**src/rtl/iot_pkg.sv**
```systemverilog
// Shared constants for the IoT device event encoder.
// Pure declarations; no timing or flow control.
package iot_pkg;

   localparam int   N_DEV_DEFAULT = 8;
   localparam logic EVT_ON        = 1'b1;
   localparam logic EVT_OFF       = 1'b0;
   localparam int   CNT_W         = 8;

endpackage

```
**src/rtl/rr_arbiter.sv**
```systemverilog
// Rotating-priority pick of the lowest pending index at or above ptr, wrapping.
// Combinational, zero latency; the caller owns the pointer and any enable gating.
module rr_arbiter
   import iot_pkg::*;
#(
   parameter int N     = N_DEV_DEFAULT,
   parameter int PTR_W = (N > 1) ? $clog2(N) : 1
) (
   input  logic [N-1:0]     req,
   input  logic [PTR_W-1:0] ptr,
   output logic [N-1:0]     grant,
   output logic             vld
);

   logic [N-1:0] hi_req;
   logic [N-1:0] pick;

   always_comb begin
      hi_req = req & ({N{1'b1}} << ptr);
      // Nothing at or above the pointer means the search wraps to index 0.
      pick   = (|hi_req) ? hi_req : req;
      grant  = pick & (-pick);
      vld    = |req;
   end

endmodule

```
**src/rtl/iot_event_encoder.sv**
```systemverilog
// Per-device connect/disconnect edge queue serialised to change/on_off, round-robin.
// Edge to change pulse is two edges; enable=0 holds events pending with no loss.
module iot_event_encoder
   import iot_pkg::*;
#(
   parameter int N_DEV = N_DEV_DEFAULT
) (
   input  logic             clk,
   input  logic             rst,
   input  logic [N_DEV-1:0] dev_active,
   input  logic             enable,
   output logic             change,
   output logic             on_off,
   output logic [CNT_W-1:0] active_cnt,
   output logic [CNT_W-1:0] pend_cnt,
   output logic             busy
);

   localparam int PTR_W = (N_DEV > 1) ? $clog2(N_DEV) : 1;

   logic [N_DEV-1:0] prev_q, prev_d;
   logic [N_DEV-1:0] pend_on_q, pend_on_d;
   logic [N_DEV-1:0] pend_off_q, pend_off_d;
   logic [PTR_W-1:0] rr_ptr_q, rr_ptr_d;
   logic             change_q, change_d;
   logic             on_off_q, on_off_d;
   logic [CNT_W-1:0] active_cnt_q, active_cnt_d;
   logic [CNT_W-1:0] pend_cnt_q, pend_cnt_d;
   logic             busy_q, busy_d;

   logic [N_DEV-1:0] rise, fall, pend_any, pend_nxt;
   logic [N_DEV-1:0] grant_raw, grant;
   logic             arb_vld, emit;
   logic [PTR_W-1:0] sel;

   assign pend_any = pend_on_q | pend_off_q;

   rr_arbiter #(.N(N_DEV), .PTR_W(PTR_W)) u_arb (
      .req   (pend_any),
      .ptr   (rr_ptr_q),
      .grant (grant_raw),
      .vld   (arb_vld)
   );

   always_comb begin
      rise   = dev_active & ~prev_q;
      fall   = ~dev_active & prev_q;
      prev_d = dev_active;
      grant  = enable ? grant_raw : '0;
      emit   = enable & arb_vld;

      sel = '0;
      for (int i = 0; i < N_DEV; i++) begin
         if (grant[i]) sel = PTR_W'(i);
      end

      // Emitted bit clears first, so a same-cycle opposite edge queues a fresh event.
      pend_on_d  = pend_on_q & ~grant;
      pend_off_d = pend_off_q & ~grant;
      for (int i = 0; i < N_DEV; i++) begin
         if (rise[i]) begin
            if (pend_off_d[i]) pend_off_d[i] = 1'b0;
            else               pend_on_d[i]  = 1'b1;
         end
         if (fall[i]) begin
            if (pend_on_d[i]) pend_on_d[i]  = 1'b0;
            else              pend_off_d[i] = 1'b1;
         end
      end
      pend_nxt = pend_on_d | pend_off_d;

      change_d     = emit;
      on_off_d     = on_off_q;
      active_cnt_d = active_cnt_q;
      rr_ptr_d     = rr_ptr_q;
      if (emit) begin
         on_off_d     = (|(pend_on_q & grant)) ? EVT_ON : EVT_OFF;
         active_cnt_d = (on_off_d == EVT_ON) ? active_cnt_q + CNT_W'(1)
                                             : active_cnt_q - CNT_W'(1);
         rr_ptr_d     = (sel == PTR_W'(N_DEV - 1)) ? '0 : sel + PTR_W'(1);
      end

      pend_cnt_d = '0;
      for (int i = 0; i < N_DEV; i++) begin
         pend_cnt_d = pend_cnt_d + CNT_W'(pend_nxt[i]);
      end
      busy_d = (pend_cnt_d != '0);
   end

   always_ff @(posedge clk or posedge rst) begin
      if (rst) begin
         prev_q       <= '0;
         pend_on_q    <= '0;
         pend_off_q   <= '0;
         rr_ptr_q     <= '0;
         change_q     <= 1'b0;
         on_off_q     <= 1'b0;
         active_cnt_q <= '0;
         pend_cnt_q   <= '0;
         busy_q       <= 1'b0;
      end else begin
         prev_q       <= prev_d;
         pend_on_q    <= pend_on_d;
         pend_off_q   <= pend_off_d;
         rr_ptr_q     <= rr_ptr_d;
         change_q     <= change_d;
         on_off_q     <= on_off_d;
         active_cnt_q <= active_cnt_d;
         pend_cnt_q   <= pend_cnt_d;
         busy_q       <= busy_d;
      end
   end

   // Offs only follow emitted ons, so the count can never wrap in a correct design.
   always @(posedge clk) begin
      if (!rst && emit) begin
         a_cnt_no_wrap: assert (on_off_d == EVT_ON ? active_cnt_q != CNT_W'(N_DEV)
                                                   : active_cnt_q != '0);
      end
   end

   assign change     = change_q;
   assign on_off     = on_off_q;
   assign active_cnt = active_cnt_q;
   assign pend_cnt   = pend_cnt_q;
   assign busy       = busy_q;

endmodule

```
**config.mk**
```make
export PLATFORM = sky130hd
export DESIGN_NAME = iot_event_encoder
export DESIGN_NICKNAME = d
export VERILOG_FILES = /design/src/rtl/iot_pkg.sv /design/src/rtl/rr_arbiter.sv /design/src/rtl/iot_event_encoder.sv
export SDC_FILE = /design/constraint.sdc
export NUM_CORES = 1
export LEC_CHECK = 0
export CAP_MARGIN = 30
export CORE_ASPECT_RATIO = 0.9
export CORE_MARGIN = 1.5
export CORE_UTILIZATION = 33
export CTS_CLUSTER_SIZE = 12
export DETAILED_ROUTE_END_ITERATION = 10
export MAX_ROUTING_LAYER = met4
export PLACE_DENSITY = 0.52
export RECOVER_POWER = 100
export SYNTH_ARGS = -nofsm -noshare
export SYNTH_HDL_FRONTEND = slang
export SYNTH_SLANG_ARGS = --single-unit
```
**constraint.sdc**
```tcl
create_clock -name clk -period 14.8 [get_ports clk]
set_input_delay 2.22 -clock clk [delete_from_list [all_inputs] [get_ports clk]]
set_output_delay 2.22 -clock clk [all_outputs]
set_load 0.01 [all_outputs]
```
==> results summary <==
The flow ran to the end, but the final reports show violations. The final reports fail on capacitance limit, slew limit. The total overflow reported by the global router came out at 0. After filler insertion, the fill cell instance count of the layout stands at 819. The number of antenna diodes came out at 0.

In this run the clock root is driven by a clkbuf_8. The HPWL reported at the end of detailed placement is 4290 um. The number of synthesized flops with an enable pin is 0. The via count of the first global-routing pass is 1882. The iteration-0 DRC count of the detailed router is 157. The total power consumption of the routed design came out at 0.798 mW.

The average vias per placed instance is 5.03. The setup TNS is 0 ps. The maximum buffer depth of the clock tree is 2. The largest incremental delay on the critical path is 610 ps. After clock tree synthesis, the clock-pin slew on the worst setup and hold paths is 80 ps. The critical path required time is 14980 ps.

The finished cells cover 3090 um2. The data arrival at the endpoint of the critical path came out at 6990 ps. The fraction of final layout cells sized beyond drive strength 1 is 0.0631.

The area of the mapped netlist is 2700 um2. Setup repair after global routing left no endpoint under its margin. The worst setup path is captured at a flop. The signal on the critical path passes through dlygate4sd3_1 -> o21ai_0 -> a211o_1 -> or2_0 -> nand2_1 -> a2bb2oi_1 -> o211ai_1 -> fa_1 -> fa_1 -> inv_1 -> fa_1 -> inv_1 -> ha_1 -> inv_1 -> fa_1 -> inv_1 -> or4_1. The net count reported at finish is 343.

TritonCTS created 5 clock buffers. The worst vdd rail ir drop is 0.000135 V. The clock sink count came out at 42. The setup violation total in the final timing report is 0. The number of endpoints with negative hold slack in the final report is 0.

The standard cell core area is 7990 um2. The overall track demand over capacity in global routing is 0.141. The number of gates resized after CTS is 0.

The hold-fix buffer count after cts is 0. The area growth from synthesis to layout came out at 14.5%. The die span in y is 88.7 um.

The cell count after synthesis came out at 289. Detailed routing inserted a total of 2091 vias. The worst min-delay path class is flop to flop. The share of flip-flops with an asynchronous set or reset is 1.00. The count of input and output buffers came out at 25. In the routed design, unresolved DRC markers number 0. The switching power of the nets is 0.373 mW. The clock group share of total power came out at 0.098. The average instance area after synthesis is 9.33 um2. The max-capacitance violation count is 1. Measured against its own limit, the worst slew margin works out to -0.533. The worst setup path is launched from a primary input. The share of the clock period used by the worst path is 0.460.

The initial standard-cell utilization of the core is 0.337. Between clock sinks in the finished design, the worst skew comes to 5.09 ps. The number of warnings issued by yosys is 0. The floorplan step set the die width to 98.3 um.

For this design, the slowest cell found on the critical path is dlygate4sd3_1. The initial antenna violation count came out at 0. The number of pins with negative max-slew slack in the final report is 43. The H-tree depth reported by CTS is 2. The average routed wire per standard cell came out at 13.6 um. The clock tree from TritonCTS is yes.

The detail route stage leaves a number of antenna-violating nets equal to 0. The kind of critical path is primary input to flop. The count of buffers added by post-CTS timing repair for setup came out at 0. The distinct cell type count after synthesis came out at 61. The power density normalized to cell area came out at 259 nW/um2. The highest clock frequency the design can meet is 147 MHz. Routability-driven placement finished with a final weighted congestion of 0.858.

The wire length of the first global-routing pass came out at 9320 um. After synthesis the netlist holds a flip-flop and latch count of 42. The transition at the pin with the smallest max-transition slack is 2300 ps. Cell internal power was estimated by the tool at 0.425 mW. The largest net degree at the start of global routing came out at 43. The number of ports placed on the die boundary came out at 30. The leakage power summed over all cells is 1.36 nW. In this run the cell area measured after placement is 3030 um2. The total wire length after detailed routing came out at 5670 um. The relative contribution of sequential cells to total power came out at 0.254.

The switching share of power came out at 0.467. The cell count of the worst hold path came out at 2. The share of total power dissipated in combinational logic is 0.648.

The overall die area came out at 8720 um2. The maximum fanout count along the critical path came out at 5. The part of the Yosys area used for sequential elements came out at 0.390. For the worst flop-to-flop path, the logic depth is 18. The floorplan has 31 rows. After layout, the minimum clock period comes to 6810 ps. The insertion delay of the later-clocked pin in the worst-skew pair came out at 300 ps.

For this run, the leading register cell type out of synthesis is dfrtp_1. The pre-antenna-repair detailed-routing pass consisted of 4 iterations.
## critical path: cells and delay by family
family | cells | cell delay [ps]
AOI/OAI and AO/OA | 4 | 900
adders and majority gates | 5 | 2120
buffers and inverters | 5 | 840
and+or+nand+nor | 3 | 900
## placed cells by master, fill, tap and decap left out, types with 7 or more instances in the layout
cell type,Yosys,final
a21oi_1,6,7
dfrtp_1,42,42
dlygate4sd3_1,0,25
ha_1,11,11
inv_1,19,18
nand2_1,45,45
nor2_1,24,24
nor2b_1,18,18
o21ai_0,21,21
## path summary, 6_finish.rpt
kind | startpoint | endpoint | slack, ps
hold reg to reg | on_off$_DFFE_PP0P_ | on_off$_DFFE_PP0P_ | 480
setup / recovery | enable | busy$_DFF_PP0_ | 7990
max in group asynchronous | rst | active_cnt[1]$_DFFE_PP0P_ | 10300
min in group asynchronous | rst | prev_q[1]$_DFF_PP0_ | 3200
setup reg to reg | rr_ptr_q[0]$_DFFE_PP0P_ | busy$_DFF_PP0_ | 9300
hold / removal | on_off$_DFFE_PP0P_ | on_off$_DFFE_PP0P_ | 480
## state kept, by name, summed over array words and instances (netlist names)
register,count
active_cnt,8
pend_off_q,8
busy,1
pend_on_q,8
rr_ptr_q,3
change,1
on_off,1
pend_cnt,4
prev_q,8
## cells in the mapped netlist, types with 4 or more instances
master     count  area, um2
a21o_1         4       30.0
a21oi_1        6       30.0
a31oi_1        5       31.3
buf_4          5       37.5
dfrtp_1       42       1050
fa_1           5        100
ha_1          11        138
inv_1         19       71.3
nand2_1       45        169
nand3_1        6       30.0
nor2_1        24       90.1
nor2b_1       18        113
o211ai_1       6       45.0
o21ai_0       21        105
o2bb2ai_1      4       35.0
xnor2_1        4       35.0
## logic make-up after synthesis
family,synth area share
compound gates,0.230
other cells,0.00139
xor+xnor,0.0227
flops,0.390
mux,0.0111
buf+inv,0.0492
simple gates,0.208
fa+ha+maj,0.0882
## metrics by stage
step | util | hold slack, ps | setup WS [ps] | std cells
2_1_floorplan | - | 515 | 8520 | 292
3_3_place_gp | 0.379 | 466 | 7740 | 408
3_5_place_dp | 0.379 | 471 | 7650 | 408
4_1_cts | 0.390 | 490 | 7970 | 416
5_1_grt | 0.386 | 559 | 7680 | 416
6_report | 0.386 | 476 | 7990 | 416
## power groups by stage
stage,Combinational [mW],Clock [mW],Sequential (mW)
global route,0.593,0.0853,0.211
floorplan,0.408,0,0.199
detailed placement,0.534,0,0.206
finish,0.517,0.0781,0.203
global placement,0.526,0,0.206
CTS,0.538,0.0815,0.204
## cell type report
type / instances / area (um2) / share of cell area
clock inverters: 1 / 5.00 / 0.00162
well taps: 99 / 124 / 0.0401
multi-input cells: 222 / 1490 / 0.484
flip-flops and latches: 42 / 1050 / 0.341
repair buffers: 26 / 254 / 0.0823
clock buffers: 7 / 86.3 / 0.0280
inverters: 19 / 71.3 / 0.0231
## per-layer routing
layer,share of wire,vias to the layer above,GRT usage
li1,-,1075,-
met1,0.51,972,0.192
met2,0.44,35,0.209
met3,0.032,9,0.0284
met4,0.018,0,0.0563
met5,0,-,-
(Power assumes the default switching activity.)
